===== config.mk =====
export PLATFORM = sky130hd
export DESIGN_NAME = dht11_data_receiver
export DESIGN_NICKNAME = d
export VERILOG_FILES = /design/src/rtl/dht11_data_receiver.sv
export SDC_FILE = /design/constraint.sdc
export NUM_CORES = 1
export LEC_CHECK = 0
export BUFFER_PORTS_ARGS = -buffer_cell sky130_fd_sc_hd__buf_4
export CAP_MARGIN = 10
export CORE_MARGIN = 2
export CORE_UTILIZATION = 59
export DETAILED_ROUTE_END_ITERATION = 6
export PLACE_DENSITY = 0.8
export SLEW_MARGIN = 20
export SYNTH_ARGS = -nofsm -noshare
export SYNTH_HDL_FRONTEND = slang
export SYNTH_SLANG_ARGS = --single-unit

===== constraint.sdc =====
create_clock -name clk -period 4.74 [get_ports clk]
set_clock_uncertainty 0.15 [all_clocks]
set_input_delay 0.237 -clock clk [delete_from_list [all_inputs] [get_ports clk]]
set_output_delay 0.237 -clock clk [all_outputs]
set_load 0.01 [all_outputs]

===== src/rtl/dht11_data_receiver.sv =====
// rtl/dht11_data_receiver.sv - DHT11 40-bit frame decoder (pulse-width bits, checksum, timeout)
// Optional build macro DHT_SYNC_EN adds a 2-flop synchronizer ahead of the line sampler.
module dht11_data_receiver #(
    parameter int BIT_THRESHOLD = 40,
    parameter int TIMEOUT       = 200,
    parameter int NUM_BITS      = 40
) (
    input  logic       clk,
    input  logic       rst,
    input  logic       start,
    input  logic       dht_in,
    output logic       busy,
    output logic       data_valid,
    output logic       checksum_err,
    output logic       timeout_err,
    output logic [7:0] hum_int,
    output logic [7:0] hum_dec,
    output logic [7:0] temp_int,
    output logic [7:0] temp_dec
);

    typedef enum logic [2:0] {
        IDLE,
        WAIT_LOW,
        MEAS_LOW,
        MEAS_HIGH,
        CHECK
    } state_t;

    localparam logic [7:0] TIMEOUT_C  = 8'(TIMEOUT);
    localparam logic [5:0] LAST_BIT   = 6'(NUM_BITS);
    localparam logic [8:0] THRESH_C   = 9'(BIT_THRESHOLD);

    state_t      state;
    logic [7:0]  count;
    logic [5:0]  bit_cnt;
    logic [39:0] shreg;
    logic        line_in;
    logic        s;
    logic        s_q;

`ifdef DHT_SYNC_EN
    logic sync_a;
    logic sync_b;

    // Reset to the idle-high level so release never looks like a falling edge.
    always_ff @(posedge clk or negedge rst) begin
        if (!rst) begin
            sync_a <= 1'b1;
            sync_b <= 1'b1;
        end else begin
            sync_a <= dht_in;
            sync_b <= sync_a;
        end
    end
    assign line_in = sync_b;
`else
    assign line_in = dht_in;
`endif

    always_ff @(posedge clk or negedge rst) begin
        if (!rst) begin
            s   <= 1'b1;
            s_q <= 1'b1;
        end else begin
            s   <= line_in;
            s_q <= s;
        end
    end

    logic       fall;
    logic       rise;
    logic [7:0] count_inc;
    logic       bit_val;
    logic [7:0] sum;

    assign fall      = s_q & ~s;
    assign rise      = ~s_q & s;
    assign count_inc = (count == 8'hFF) ? count : count + 8'd1;
    // The edge-detect cycle of the rising edge is itself a high cycle, hence the +1.
    assign bit_val   = ({1'b0, count} + 9'd1) > THRESH_C;
    assign sum       = shreg[39:32] + shreg[31:24] + shreg[23:16] + shreg[15:8];

    always_ff @(posedge clk or negedge rst) begin
        if (!rst) begin
            state        <= IDLE;
            count        <= 8'd0;
            bit_cnt      <= 6'd0;
            shreg        <= 40'd0;
            busy         <= 1'b0;
            data_valid   <= 1'b0;
            checksum_err <= 1'b0;
            timeout_err  <= 1'b0;
            hum_int      <= 8'd0;
            hum_dec      <= 8'd0;
            temp_int     <= 8'd0;
            temp_dec     <= 8'd0;
        end else begin
            data_valid   <= 1'b0;
            checksum_err <= 1'b0;
            timeout_err  <= 1'b0;
            case (state)
                IDLE: begin
                    count <= 8'd0;
                    if (start) begin
                        state   <= WAIT_LOW;
                        busy    <= 1'b1;
                        bit_cnt <= 6'd0;
                        shreg   <= 40'd0;
                    end
                end
                WAIT_LOW, MEAS_LOW: begin
                    if (count == TIMEOUT_C) begin
                        state       <= IDLE;
                        busy        <= 1'b0;
                        timeout_err <= 1'b1;
                        count       <= 8'd0;
                    end else if (state == WAIT_LOW && fall) begin
                        state <= MEAS_LOW;
                        count <= 8'd0;
                    end else if (state == MEAS_LOW && rise) begin
                        state <= MEAS_HIGH;
                        count <= 8'd0;
                    end else begin
                        count <= count_inc;
                    end
                end
                MEAS_HIGH: begin
                    if (count == TIMEOUT_C) begin
                        state       <= IDLE;
                        busy        <= 1'b0;
                        timeout_err <= 1'b1;
                        count       <= 8'd0;
                    end else if (fall) begin
                        shreg   <= {shreg[38:0], bit_val};
                        bit_cnt <= bit_cnt + 6'd1;
                        count   <= 8'd0;
                        state   <= (bit_cnt + 6'd1 == LAST_BIT) ? CHECK : MEAS_LOW;
                    end else if (s) begin
                        count <= count_inc;
                    end
                end
                CHECK: begin
                    state <= IDLE;
                    busy  <= 1'b0;
                    count <= 8'd0;
                    if (sum == shreg[7:0]) begin
                        hum_int    <= shreg[39:32];
                        hum_dec    <= shreg[31:24];
                        temp_int   <= shreg[23:16];
                        temp_dec   <= shreg[15:8];
                        data_valid <= 1'b1;
                    end else begin
                        checksum_err <= 1'b1;
                    end
                end
                default: begin
                    state <= IDLE;
                    busy  <= 1'b0;
                    count <= 8'd0;
                end
            endcase
        end
    end

endmodule


# Word level (Yosys, flattened, before mapping)
# Index checks and enable logic that the tools add are counted.
# word_totals
output_inout_bits,36
wordCells,83
regBits,95
# classes
mux,33
n_eq_ne,15
n_reduce_logical,10
magnitude_cmp,1
n_addsub,6
bitwise_logic,4
# ops
op,count
$mux W40,3
$pmux W40 S2,1
$mux W8,7
$add A8 B8 Y8,3
$mux W3,7
$mux W6,3
$eq A8 B8 Y1 const B,2
$pmux W8 S2,1
$pmux W6 S2,1
$add A8 B1 Y9 const B,1
$gt A9 B6 Y1 const B,1
$pmux W3 S3,1
$add A8 B1 Y8 const B,1
$eq A8 B8 Y1,1
$mux W1,8
$ne A4 B4 Y1 const B,2
$add A6 B1 Y6 const B,1
$eq A3 B2 Y1 const B,2
$eq A6 B6 Y1 const B,1
$ne A2 B2 Y1 const B,3
$reduce_and A2 Y1,2
$reduce_and A4 Y1,1
$eq A3 B1 Y1 const B,1
$eq A3 B3 Y1 const B,1
other kinds (11),14

# Longest topological paths before layout
# logic_depth
depth_word,7
ltp_mapped,14
ltp_nobuf,13

# Worst setup path after synthesis
# OpenSTA, ideal clock, no wires.
# synth_path
path_type,reg2reg
startpoint,reg shreg[9]
endpoint,reg hum_int[4]
arrival_ps,3662
required_time_ps,4465
path_slack_ps,804
path_stages_with_launch,15
setup_ps,125
path_cell_list,dfrtp_1 fa_1 inv_1 fa_1 inv_1 ha_1 inv_1 fa_1 or2b_1 a21oi_1 xnor2_1 nand3_1 nor4_4 buf_6 mux2_2
# synth_between
elab_chain_len,3
# synth_rtl
element,line,text
from (decl),37,logic [39:0] shreg;
from (signal assigned),135,"shreg <= {shreg[38:0], bit_val};"
$add A8 B8 Y8,82,assign sum = shreg[39:32] + shreg[31:24] + shreg[23:16] + shreg[15:8];
$eq A8 B8 Y1,147,if (sum == shreg[7:0]) begin
$reduce_and A2 Y1 (no source line),--,
to (signal assigned),148,hum_int <= shreg[39:32];
to (decl),16,"output logic [7:0] hum_int,"
# No other way between the ends.
# A chain may end at the register's enable or synchronous reset.

# Worst setup path after layout
# layout_path
startpoint,reg shreg[9]
endpoint,reg temp_int[1]
# layout_between
elab_chain_len,3
# layout_rtl
element,line,text
$add A8 B8 Y8,82,
$eq A8 B8 Y1,147,
$reduce_and A2 Y1 (no source line),--,
to (signal assigned),150,temp_int <= shreg[23:16];
to (decl),18,"output logic [7:0] temp_int,"
# No other way between the ends.

==> impl_results.md <==
* Critical path endpoint category: flip-flop
* Distinct cells, synth at 42
* Final Hold Fails at 0
* CP Data Required Time at 4.85 ns
* Final setup viols at 0
* Setup Crit Path Kind: flip-flop to flip-flop
* Setup Buffers After CTS at 0
* Worst R2R Setup Slack at 0.45 ns
* Post-synthesis net count at 406
* Status: finished clean
* Worst reg2reg path endpoint: temp_int[1]
* Vias in the first global route at 2937
* Area of the multi-input gates at 0.00203 mm^2
* Fill cell count at 567
* Inst Count DP at 507
* Tightest Pin Transition at 1.04 ns
* Top cells by count, synth: dfrtp_1 (93), a22o_1 (35), mux2_2 (32)
* Die height at 92.0 um
* Port-buffer cells at 39
* Clock buffer depth at 2
* Area growth from synthesis to layout at 13.3%
* Top post-synthesis cells by area: dfrtp_1 (51%), mux2_2 (7.9%), a22o_1 (6.7%)
* I/O pin count at 40
* Final Power at 1720 uW
* Mapped cell area at 0.00457 mm^2
* Number of diodes at 0
* Root buffer cell: clkbuf_8
* Detailed Routing Iterations Pass 1 at 4
* Initial Util at 60.0%
* CTS Sinks at 95
* GP Congestion at 0.858
* Max cap viols at 0
* Vias/cell at 5.70
* Routed WL at 8470 um
* Num CTS Buffers at 9
* Sequential area share after synthesis at 52.1%
* Grt total ovfl at 0
* Mux contribution to synthesized area at 8.36%
* PD cells at 332 mW/mm^2
* Core Region at 0.00761 mm^2
* Synth Area in Adders at 9.43%
* Htree depth at 3
* Leak at 0.00259 uW
* TritonCTS clock tree: built
* Via count at 2997
* Share of post-route cells with drive strength above 1 at 22.9%
* Yosys reg bits at 95
* Worst slew margin at 30.3%
* EDFF count, synth at 0
* XOR/XNOR Fraction of Synth Area at 5.18%
* Skew-Pair Late Insertion Delay at 0.37 ns
* Arrival time worst endpoint at 4.40 ns
* Chip width at 92.0 um
* Syn avg cell area at 12.1 um^2
* Global-route wire length before repair at 14400 um
* Antenna violations before repair at 0
* DRC Markers at 0
* Startpoint of the worst-slack reg-to-reg timing path: shreg[9]
* TNS Setup at 0 ns
* Largest family of logic cells by synthesized area: compound AO/OA/AOI/OAI gates
* Synth Area in Compound Gates at 13.6%
* Tcrit/Tclk final at 90.6%
* Final std cells w/o fill at 526
* DRT iter0 DRCs at 203
* Site Rows at 32
* Yosys top cell by area: dfrtp_1
* RSZ-0062 raised after global routing: false
* Nets at 449
* Synth Area in Simple Gates at 7.89%
* Hpwl dp at 5960 um
* Post-route minimum period at 4.29 ns
* Number of routed nets with antenna violations at 0
* Fmax at 0.233 GHz
* Area of the die at 0.00846 mm^2
* CTS Hold Bufs at 3
* Register area at 0.00238 mm^2
* CTS clk-pin slew, worst paths at 0.09 ns
* # resized after CTS at 0
* Total GRT Usage at 21.8%
* CP Launch Type: flip-flop
* Max VDD drop at 0.199 mV
* Largest net degree at the start of global routing at 56
* CP max FO at 32
* Most frequent cell after synthesis: dfrtp_1
* Synth warn at 0
* Hold crit path type: input pin to async pin
* Mapped Cells at 376
* Wire per inst at 16.1 um
* Slew Limit Fails at 0
* Async set-reset flop share out of synthesis at 100%
* Main synth FF type: dfrtp_1
* Reg2Reg Depth at 14
* Top cell type's share of synthesized area at 51.0%
-- critical path, cell delays in order (launching register included) --
cell     delay, ns
dfrtp_1       0.44
fa_1          0.55
inv_1         0.06
fa_1          0.45
inv_1         0.08
ha_1          0.18
inv_1         0.06
fa_1          0.39
or2b_1        0.24
a21oi_1       0.21
xnor2_1       0.15
nand3_1       0.17
nor4_4        0.25
buf_4         0.40
mux2_2        0.39
-- logic make-up (layout without fill, tap and decap cells) --
logic type / Yosys count / count (layout)
compound gates: 87 / 87
xor+xnor: 27 / 27
fa+ha+maj: 26 / 26
buf+inv: 33 / 81
flops: 95 / 95
mux: 34 / 34
simple gates: 74 / 74
-- cell type report --
type,count,share of cell area [%]
flip-flops and latches,95,46.0
multi-input cells,248,39.2
well taps,102,2.47
clock inverters,6,1.40
inverters,19,1.38
clock buffers,10,2.66
repair buffers,46,6.82
-- state kept, by name (all words and copies together) (netlist names), 3 cells and up --
register / cells
hum_dec: 8
temp_dec: 8
shreg: 40
temp_int: 8
hum_int: 8
count: 8
bit_cnt: 6
state: 3
-- where the power goes --
group / switching (uW) / internal, uW / total, uW
clock network: 293 / 265 / 557
logic: 200 / 77.2 / 277
registers: 45.4 / 836 / 882
-- how the worst max path moves through the flow --
stage,start,end,slack [ns],cells after the start
6_report,shreg[9],temp_int[1],0.45,14
3_5_place_dp,shreg[9],temp_dec[3],0.42,14
5_1_grt,shreg[9],hum_dec[6],0.21,14
4_1_cts,shreg[9],temp_int[6],0.41,14
3_3_place_gp,shreg[9],temp_dec[6],0.58,13
2_1_floorplan,shreg[9],hum_int[4],0.80,14
-- layout by cell type, fill, tap and decap left out, types with 2 or more instances in the layout --
master         instances
dfrtp_1               93
buf_4                 43
a22o_1                35
mux2_2                32
nand2_1               25
o21ai_0               20
inv_1                 19
nor2_1                17
xor2_1                14
fa_1                  14
xnor2_1               13
a21oi_1               12
ha_1                  12
nand3_1               10
clkbuf_8              10
and3_1                 6
a31oi_1                5
nor3_1                 4
a21o_1                 3
inv_6                  3
dlygate4sd3_1          3
o21bai_1               2
nor4_1                 2
a311oi_1               2
or2_2                  2
o21a_1                 2
dfstp_2                2
-- per-layer routing --
layer | GRT usage, % | share of wire [%]
met2 | 31.9 | 47
met3 | 4.03 | 3.8
met1 | 32.5 | 47
met4 | 8.83 | 2.0
met5 | 0 | 0
-- per-stage QoR --
| stage | utilization, % | worst slack (ns) | hold slack [ns] | instance area (um^2) |
|---|---|---|---|---|
| after global placement | 64.8 | 0.583 | 0.0934 | 4930 |
| after global routing | 68.0 | 0.206 | 0.241 | 5170 |
| after detailed placement | 64.8 | 0.424 | 0.100 | 4930 |
| after floorplan | - | 0.804 | -0.209 | 4570 |
| final | 68.0 | 0.448 | 0.231 | 5170 |
| after CTS | 68.0 | 0.411 | 0.239 | 5170 |
(Power assumes the default switching activity.)
